[src/rtl/mc_pkg.sv]
// Shared types for the LPDDR4 refresh path.
// Command encodings toward the DFI adapter and refresh FSM states.
package mc_pkg;

    typedef enum logic [1:0] {
        CMD_NOP   = 2'd0,
        CMD_PREA  = 2'd1,
        CMD_REFAB = 2'd2
    } cmd_t;

    typedef enum logic [2:0] {
        ST_IDLE     = 3'd0,
        ST_REQ      = 3'd1,
        ST_PREA     = 3'd2,
        ST_WAIT_RP  = 3'd3,
        ST_REFAB    = 3'd4,
        ST_WAIT_RFC = 3'd5
    } ref_state_t;

    localparam int DEBT_MAX = 8;
    localparam int DEBT_W   = 4;

    function automatic int max_int(input int a, input int b);
        return (a > b) ? a : b;
    endfunction

endpackage

[src/rtl/mc_timer.sv]
// Loadable down-counter; o_done is high whenever the count sits at zero.
// A load wins over counting in the same cycle.
module mc_timer
    import mc_pkg::*;
#(
    parameter int W = 5
) (
    input  logic         i_clk,
    input  logic         i_rst,
    input  logic         i_load,
    input  logic [W-1:0] i_load_val,
    output logic         o_done
);

    logic [W-1:0] r_cnt;

    always_ff @(posedge i_clk) begin
        if (i_rst) begin
            r_cnt <= '0;
        end else if (i_load) begin
            r_cnt <= i_load_val;
        end else if (r_cnt != '0) begin
            r_cnt <= r_cnt - 1'b1;
        end
    end

    assign o_done = (r_cnt == '0);

endmodule

[src/rtl/lpddr4_refresh_scheduler.sv]
// All-bank refresh scheduler: tracks refresh debt per tREFI interval and
// borrows the DFI command bus to issue PREA + REFAB sequences.
module lpddr4_refresh_scheduler
    import mc_pkg::*;
#(
    parameter int TREFI        = 3900,
    parameter int TRP          = 18,
    parameter int TRFC         = 280,
    parameter int MAX_POSTPONE = 8
) (
    input  logic       sys_clk,
    input  logic       sys_rst,
    input  logic       init_done,
    input  logic       sched_idle,
    output logic       ref_req,
    input  logic       ref_gnt,
    output logic       cmd_valid,
    input  logic       cmd_ready,
    output logic [1:0] cmd_type,
    output logic [3:0] ref_debt,
    output logic       ref_urgent,
    output logic       ref_overflow
);

    localparam int IW   = (TREFI > 1) ? $clog2(TREFI) : 1;
    localparam int TMAX = max_int(TRP, TRFC);
    localparam int TW   = (TMAX > 1) ? $clog2(TMAX) : 1;

    logic [IW-1:0]     r_icnt;
    logic [DEBT_W-1:0] r_debt;
    logic              r_overflow;
    ref_state_t        r_state;
    logic              r_ref_req;
    logic              r_cmd_valid;
    cmd_t              r_cmd_type;

    logic          w_tick;
    logic          w_dec;
    logic          w_urgent;
    logic          w_load;
    logic [TW-1:0] w_load_val;
    logic          w_done;

    assign w_tick   = init_done && (r_icnt == IW'(TREFI - 1));
    assign w_dec    = r_cmd_valid && cmd_ready && (r_cmd_type == CMD_REFAB);
    assign w_urgent = (r_debt >= DEBT_W'(MAX_POSTPONE));

    always_ff @(posedge sys_clk) begin
        if (sys_rst || !init_done || w_tick) begin
            r_icnt <= '0;
        end else begin
            r_icnt <= r_icnt + 1'b1;
        end
    end

    // Tick and accepted REFAB in the same cycle cancel out.
    always_ff @(posedge sys_clk) begin
        if (sys_rst) begin
            r_debt     <= '0;
            r_overflow <= 1'b0;
        end else if (w_tick && !w_dec) begin
            if (r_debt < DEBT_W'(DEBT_MAX)) begin
                r_debt <= r_debt + 1'b1;
            end else begin
                r_overflow <= 1'b1;
            end
        end else if (w_dec && !w_tick && (r_debt != '0)) begin
            r_debt <= r_debt - 1'b1;
        end
    end

    // Timer loads on command acceptance; assumes TRP and TRFC are >= 2.
    always_comb begin
        w_load     = 1'b0;
        w_load_val = '0;
        unique case (1'b1)
            (r_state == ST_PREA && cmd_ready): begin
                w_load     = 1'b1;
                w_load_val = TW'(TRP - 2);
            end
            (r_state == ST_REFAB && cmd_ready): begin
                w_load     = 1'b1;
                w_load_val = TW'(TRFC - 2);
            end
            default: begin
                w_load     = 1'b0;
                w_load_val = '0;
            end
        endcase
    end

    mc_timer #(
        .W(TW)
    ) u_timer (
        .i_clk      (sys_clk),
        .i_rst      (sys_rst),
        .i_load     (w_load),
        .i_load_val (w_load_val),
        .o_done     (w_done)
    );

    always_ff @(posedge sys_clk) begin
        if (sys_rst) begin
            r_state     <= ST_IDLE;
            r_ref_req   <= 1'b0;
            r_cmd_valid <= 1'b0;
            r_cmd_type  <= CMD_NOP;
        end else begin
            unique case (r_state)
                ST_IDLE: begin
                    if ((r_debt != '0) && (sched_idle || w_urgent)) begin
                        r_state   <= ST_REQ;
                        r_ref_req <= 1'b1;
                    end
                end
                ST_REQ: begin
                    if (ref_gnt) begin
                        r_state     <= ST_PREA;
                        r_cmd_valid <= 1'b1;
                        r_cmd_type  <= CMD_PREA;
                    end
                end
                ST_PREA: begin
                    if (cmd_ready) begin
                        r_state     <= ST_WAIT_RP;
                        r_cmd_valid <= 1'b0;
                        r_cmd_type  <= CMD_NOP;
                    end
                end
                ST_WAIT_RP: begin
                    if (w_done) begin
                        r_state     <= ST_REFAB;
                        r_cmd_valid <= 1'b1;
                        r_cmd_type  <= CMD_REFAB;
                    end
                end
                ST_REFAB: begin
                    if (cmd_ready) begin
                        r_state     <= ST_WAIT_RFC;
                        r_cmd_valid <= 1'b0;
                        r_cmd_type  <= CMD_NOP;
                    end
                end
                ST_WAIT_RFC: begin
                    // Banks are already closed, so further debt skips PREA.
                    if (w_done) begin
                        if ((r_debt != '0) && ref_gnt) begin
                            r_state     <= ST_REFAB;
                            r_cmd_valid <= 1'b1;
                            r_cmd_type  <= CMD_REFAB;
                        end else begin
                            r_state   <= ST_IDLE;
                            r_ref_req <= 1'b0;
                        end
                    end
                end
                default: begin
                    r_state     <= ST_IDLE;
                    r_ref_req   <= 1'b0;
                    r_cmd_valid <= 1'b0;
                    r_cmd_type  <= CMD_NOP;
                end
            endcase
        end
    end

    assign ref_req      = r_ref_req;
    assign cmd_valid    = r_cmd_valid;
    assign cmd_type     = r_cmd_type;
    assign ref_debt     = r_debt;
    assign ref_urgent   = w_urgent;
    assign ref_overflow = r_overflow;

endmodule
[config.mk]
export PLATFORM = sky130hd
export DESIGN_NAME = lpddr4_refresh_scheduler
export DESIGN_NICKNAME = d
export VERILOG_FILES = /design/src/rtl/mc_pkg.sv /design/src/rtl/mc_timer.sv /design/src/rtl/lpddr4_refresh_scheduler.sv
export SDC_FILE = /design/constraint.sdc
export NUM_CORES = 1
export LEC_CHECK = 0
export BUFFER_PORTS_ARGS = -buffer_cell sky130_fd_sc_hd__buf_2
export CAP_MARGIN = 25
export CORE_MARGIN = 5
export CORE_UTILIZATION = 45
export CTS_CLUSTER_DIAMETER = 30
export DETAILED_ROUTE_END_ITERATION = 6
export PLACE_DENSITY = 0.7
export SKIP_LAST_GASP = 1
export SYNTH_ARGS = -nofsm -noshare
export SYNTH_HDL_FRONTEND = slang
export SYNTH_HIERARCHICAL = 1
export SYNTH_SLANG_ARGS = --single-unit
[constraint.sdc]
create_clock -name sys_clk -period 3.3 [get_ports sys_clk]
set_input_delay 0 -clock sys_clk [delete_from_list [all_inputs] [get_ports sys_clk]]
set_output_delay 0 -clock sys_clk [all_outputs]
set_load 0.005 [all_outputs]
==> results_dict.tcl, run 1 <==
set metrics [dict create \
    cts_root_buf "clkbuf_8" \
    cpPeakStageDelay_ps 550 \
    endpoint_kind "flop" \
    arrival_ps 2820 \
    h-tree-depth 2 \
    post_cts_buffers 0 \
    cts_resized 0 \
    setup-violations-final 0 \
    rsz0062_at_grt "no" \
    cts_inserted_buffers 5 \
    synth_area_mm2 0.00197 \
    fp.dieH_um 76.2 \
    drive_gt1_frac 0.154 \
    grt_pass1_wl_um 7070 \
    syn_inst 229 \
    gp_congestion 0.869 \
    ios 16 \
    synthTopCellsByArea "dfxtp_1 34%, nor2_1 5.3%, xor2_1 4.4%" \
    powerDensity_mw_per_mm2 534 \
    critical_path_class "flop to flop" \
    dp_hpwl_um 2900 \
    static-leakage-power_uw 0.000880 \
    finalCritPeriodShare 0.795 \
    final_cells 299 \
    run_status "finished, final reports clean" \
    synth_edf_count 0 \
    final_cell_mix "33 x dfxtp_1, 28 x nor2_1, 17 x nand2_1" \
    nets 258 \
    drv_slew 0 \
    clk_path_buf_depth 2 \
    cts_tree "yes" \
    via_per_inst 5.64 \
    antenna_found_initial 0 \
    synth_top_cell_area_share 0.335 \
    hold_path_class "primary input to flop" \
    routedWlPerCell_um 13.7 \
    ys_async_sr_fraction 0 \
    layout_commonest_cell "dfxtp_1" \
    cp_max_fo 6 \
    setup_ws_ps 677 \
    port_buffers 15 \
    crit_buf_inv 2 \
    vdd_drop_max_v 0.000169 \
    clock.fmax_ghz 0.381 \
    cap_violations 0 \
    postRouteAntennaNets 0 \
    dr.pass1.iters 4 \
    placed_area_mm2 0.00207 \
    relSlewSlack 0.596 \
    synth_top_area_cell "dfxtp_1" \
    design_area_mm2 0.00219 \
    cts.sinks 33 \
    ys_warn_count 6 \
    cts.clk_slew.worst_paths_ps 80 \
    tightestPinTransition_ps 605 \
    routed_wl_um 4110 \
    design_power_total_uw 1170 \
    avgSynthCellArea_um2 8.61 \
    cp_top_family "simple AND/OR/NAND/NOR gates" \
    grt_usage 0.148 \
    initial_core_util 0.459 \
    die_w_um 76.2 \
    finalHoldViolCount 0 \
    yosysUniqueCellTypes 64 \
    grt_pass1_vias 1545 \
    fin_setup_tns_ps 0 \
    grt-ovfl-total 0 \
    num_antenna_cells 0 \
    fp-row-count 24 \
    core_area_mm2 0.00429 \
    drc_errors 0 \
    crit_path_start_kind "flop" \
    finClkSkew_ps 8.74 \
    critPathSlowestCell "or4b_4" \
    drtIter0Drc 107 \
    worst-endpoint-required_ps 3490 \
    holdBufCountCts 0 \
    period_needed_ps 2620 \
    synth_ff_type "dfxtp_1" \
    grt_max_degree 28 \
    place_inst 291 \
    crit_chain "inv_1 -> ha_1 -> or4b_4 -> or4b_4 -> inv_1 -> mux2i_1 -> a22oi_1 -> o32ai_1 -> a31o_2" \
    synth_seq_cells 33 \
    syn_to_final_growth_pct 11.4 \
    seq_area_frac_synth 0.335 \
    via_count 1687 \
    dp_worst_setup_slack_ps 700 \
    clk-insertion-delay-late_ps 290 \
    dieArea_mm2 0.00580 \
    fillers 415 \
]
## tightest hold or removal path, delay by kind of cell
kind / cells / cell delay [ps]
AO/OA/AOI/OAI: 1 / 70
AND/OR/NAND/NOR: 1 / 90
buffers and inverters: 1 / 120
## cell families (layout without fill, tap and decap cells)
kind of cell,Yosys count,in the layout,synth area share
AOI/OAI and AO/OA,51,51,0.187
adders and majority gates,6,6,0.0419
buffers and inverters,18,32,0.0451
xor gates and xnor gates,12,12,0.0533
and+or+nand+nor,99,99,0.277
muxes,9,9,0.0584
other,1,5,0.00190
DFF,33,33,0.335
## cells in the mapped netlist (all sizes together) (3+ instances only)
cell     number
nand2b        5
inv           8
mux2          4
nor2         28
clkbuf        7
nand4         4
nand3         9
o21a          3
o41ai         3
a31oi         3
nor2b         4
or3           3
and3          3
buf           3
nand2        17
mux2i         5
o21ai         9
a21oi        11
xor2         10
and2          3
o2111ai       3
dfxtp        33
ha            5
nor3          9
## worst paths after layout
kind | start | to | cells after the start | slack [ps]
max | u_timer/r_cnt[0] | cmd_type[0] | 9 | 680
min | init_done | r_icnt[10] | 3 | 30
max reg2reg | u_timer/r_cnt[0] | cmd_type[0] | 9 | 680
min reg2reg | r_icnt[11] | r_icnt[11] | 2 | 490
## sequential cells by signal, indices dropped and copies added (netlist names)
register	flops
cmd_type	2
r_icnt	12
cmd_valid	1
ref_debt	4
ref_overflow	1
u_timer/r_cnt	9
r_state	3
ref_req	1
## power breakdown
group | internal, uW | total, uW | switching [uW] | leakage, uW
clock network | 246 | 404 | 159 | 0.0000574
logic | 143 | 288 | 145 | 0.000555
registers | 438 | 479 | 41.1 | 0.000268
total | 827 | 1170 | 345 | 0.000880
## routing by layer
metal	vias to the layer above	track usage	wire length, um
li1	865	-	-
met1	780	0.174	1900
met2	36	0.241	1920
met3	6	0.0437	201
met4	0	0.0769	88
met5	-	0	0
## area by class of cell
cell class | instances | area [um2] | area share
inverters | 8 | 30.0 | 0.0137
well taps | 52 | 65.1 | 0.0296
clock inverters | 2 | 37.5 | 0.0171
flip-flops and latches | 33 | 661 | 0.301
clock buffers | 6 | 82.6 | 0.0376
repair buffers | 16 | 82.6 | 0.0376
multi-input cells | 182 | 1240 | 0.563
## through the flow
| step | util | hold WS (ps) |
|---|---|---|
| 2_1_floorplan | - | 180 |
| 3_3_place_gp | 0.483 | 346 |
| 3_5_place_dp | 0.483 | 347 |
| 4_1_cts | 0.511 | 24.8 |
| 5_1_grt | 0.511 | 33.8 |
| 6_report | 0.511 | 30.9 |
Note: power is estimated with default switching activity, not from simulation.
==> inputs of run 2 (changes only) <==
- PLACE_DENSITY: 0.7 -> 0.72
- clock period: 3.3 -> 2.19 ns (I/O delays scaled with it)
==> run 2 against run 1 <==
  * Core utilization grew 6.2 points
  * The run now ends with negative setup slack left
  * Clock skew shrank 4.3 ps
  * Die area is the same
  * Clock-buffer cell count grew 1
  * Register-to-register slack lost 730 ps
  * First-iteration DRC count shrank 37%
==> results_dict.tcl, run 2 (synthesized netlist as in run 1, its figures left out) <==
set metrics [dict create \
    num_antenna_cells 0 \
    drv_slew 0 \
    arrival_ps 2440 \
    fillers 367 \
    violations "negative setup slack" \
    design_area_mm2 0.00246 \
    ios 16 \
    clock.fmax_ghz 0.445 \
    hold_path_class "primary input to flop" \
    drive_gt1_frac 0.310 \
    min_to "r_icnt[10]" \
    core_area_mm2 0.00429 \
    port_buffers 15 \
    postRouteAntennaNets 0 \
    vdd_drop_max_v 0.000405 \
    setup-violations-final 4 \
    initial_core_util 0.459 \
    largest_register "r_icnt" \
    routed_wl_um 4680 \
    holdBufCountCts 0 \
    period_needed_ps 2250 \
    cts_root_buf "clkbuf_8" \
    final_cell_mix "29 x buf_4, 28 x nor2_1, 28 x dfxtp_1" \
    finalHoldViolCount 0 \
    setup_ws_ps -55.5 \
    via_count 1844 \
    crit_top_cell "or4b_4" \
    gp_congestion 0.826 \
    worst-endpoint-required_ps 2380 \
    cts.clk_slew.worst_paths_ps 70 \
    static-leakage-power_uw 0.00101 \
    endpoint_kind "flop" \
    finalCritPeriodShare 1.03 \
    drtIter0Drc 67 \
    grt_max_degree 28 \
    largest_reg_flops 12 \
    critical_path_class "flop to flop" \
    dr.pass1.iters 4 \
    r2r_end "cmd_valid" \
    h-tree-depth 2 \
    cp_max_fo 5 \
    critPathSlowestCell "or4b_4" \
    fp.dieH_um 76.2 \
    finClkSkew_ps 4.45 \
    cap_violations 0 \
    crit_path_start_kind "flop" \
    grt_pass1_vias 1761 \
    r2r-start "u_timer/r_cnt[1]" \
    syn_to_final_growth_pct 24.8 \
    fin_setup_tns_ps -184 \
    antenna_found_initial 0 \
    clk_path_buf_depth 2 \
    run_status "complete, but fails checks" \
    nets 286 \
    grt-ovfl-total 0 \
    min_from "init_done" \
    via_per_inst 5.66 \
    dp_hpwl_um 3150 \
    design_power_total_uw 1870 \
    layout_commonest_cell "buf_4" \
    fp-row-count 24 \
    cts.sinks 33 \
    cts_inserted_buffers 5 \
    dieArea_mm2 0.00580 \
    multiInputGateArea_mm2 0.00131 \
    powerDensity_mw_per_mm2 762 \
    seq_area_um2 669 \
    cpPeakStageDelay_ps 520 \
    placed_area_mm2 0.00226 \
    drc_errors 0 \
    reg2reg_depth 9 \
    tightestPinTransition_ps 581 \
    rrSetupSlack_ps -60 \
    grt_usage 0.162 \
    relSlewSlack 0.613 \
    min_delay_path_depth 3 \
    die_w_um 76.2 \
    cts_tree "yes" \
    grt_pass1_wl_um 7960 \
    crit_chain "inv_2 -> ha_4 -> or4b_4 -> or4b_4 -> inv_4 -> mux2_2 -> buf_4 -> a21oi_1 -> o31ai_1" \
    clk-insertion-delay-late_ps 280 \
    rsz0062_at_grt "yes" \
    routedWlPerCell_um 14.4 \
]
-- run 2: cell count changes in the layout (fill, tap and decap cells not counted), moves of 3 or more --
cell | previous run | this run
buf_4 | 1 | 29
dfxtp_1 | 33 | 28
dfxtp_2 | 0 | 4
ha_1 | 5 | 2
ha_4 | 0 | 3
inv_1 | 8 | 5
-- run 2: worst max-delay path by stage --
stage | start | endpoint | cells after the start | slack, ps
floorplan | u_timer/r_cnt[1] | r_state[0] | 11 | -170
global placement | u_timer/r_cnt[1] | r_state[0] | 9 | -80
detailed placement | u_timer/r_cnt[1] | r_state[0] | 9 | -130
CTS | u_timer/r_cnt[1] | cmd_type[0] | 9 | -50
global route | u_timer/r_cnt[0] | r_state[0] | 9 | -170
finish | u_timer/r_cnt[1] | cmd_valid | 9 | -60
-- run 2: stage by stage --
stage	setup slack, ps	instances	utilization	hold slack (ps)
2_1_floorplan	-174	233	-	180
5_1_grt	-172	326	0.573	55.6
3_5_place_dp	-127	311	0.526	341
3_3_place_gp	-75.5	311	0.526	336
4_1_cts	-54.7	322	0.560	44.6
6_report	-55.5	326	0.573	50.7
-- run 2: critical path: cells and delay by family (launching register included) --
family | cells | cell delay [ps]
compound gates | 2 | 310
fa+ha+maj | 1 | 130
buf+inv | 3 | 270
flops | 1 | 320
mux | 1 | 170
simple gates | 2 | 970
-- run 2: metal layers --
metal	wire (um)	GRT usage	vias up
li1	-	-	912
met1	2030	0.187	857
met2	2280	0.276	59
met3	231	0.0355	16
met4	146	0.0857	0
met5	0	0	-
-- run 2: layout make-up --
class                   count  area share
clock buffers               7      0.0351
inverters                   8      0.0132
multi-input cells         182       0.534
flip-flops and latches     33       0.272
well taps                  52      0.0264
repair buffers             44       0.119
-- run 2: timing repair --
| action | CTS | global route |
|---|---|---|
| pin swaps | 3 | 9 |
| setup buffers | 4 | 4 |
| endpoints found under the setup margin | 7 | 8 |
| gates resized for setup | 7 | 9 |
| cloned | 0 | 0 |
-- run 2: where the power goes --
group          leakage, uW  internal (uW)  switching (uW)  total [uW]
registers         0.000270            662            53.2         716
logic             0.000700            373             313         685
clock network    0.0000443            250             223         473
total              0.00101           1280             589        1870
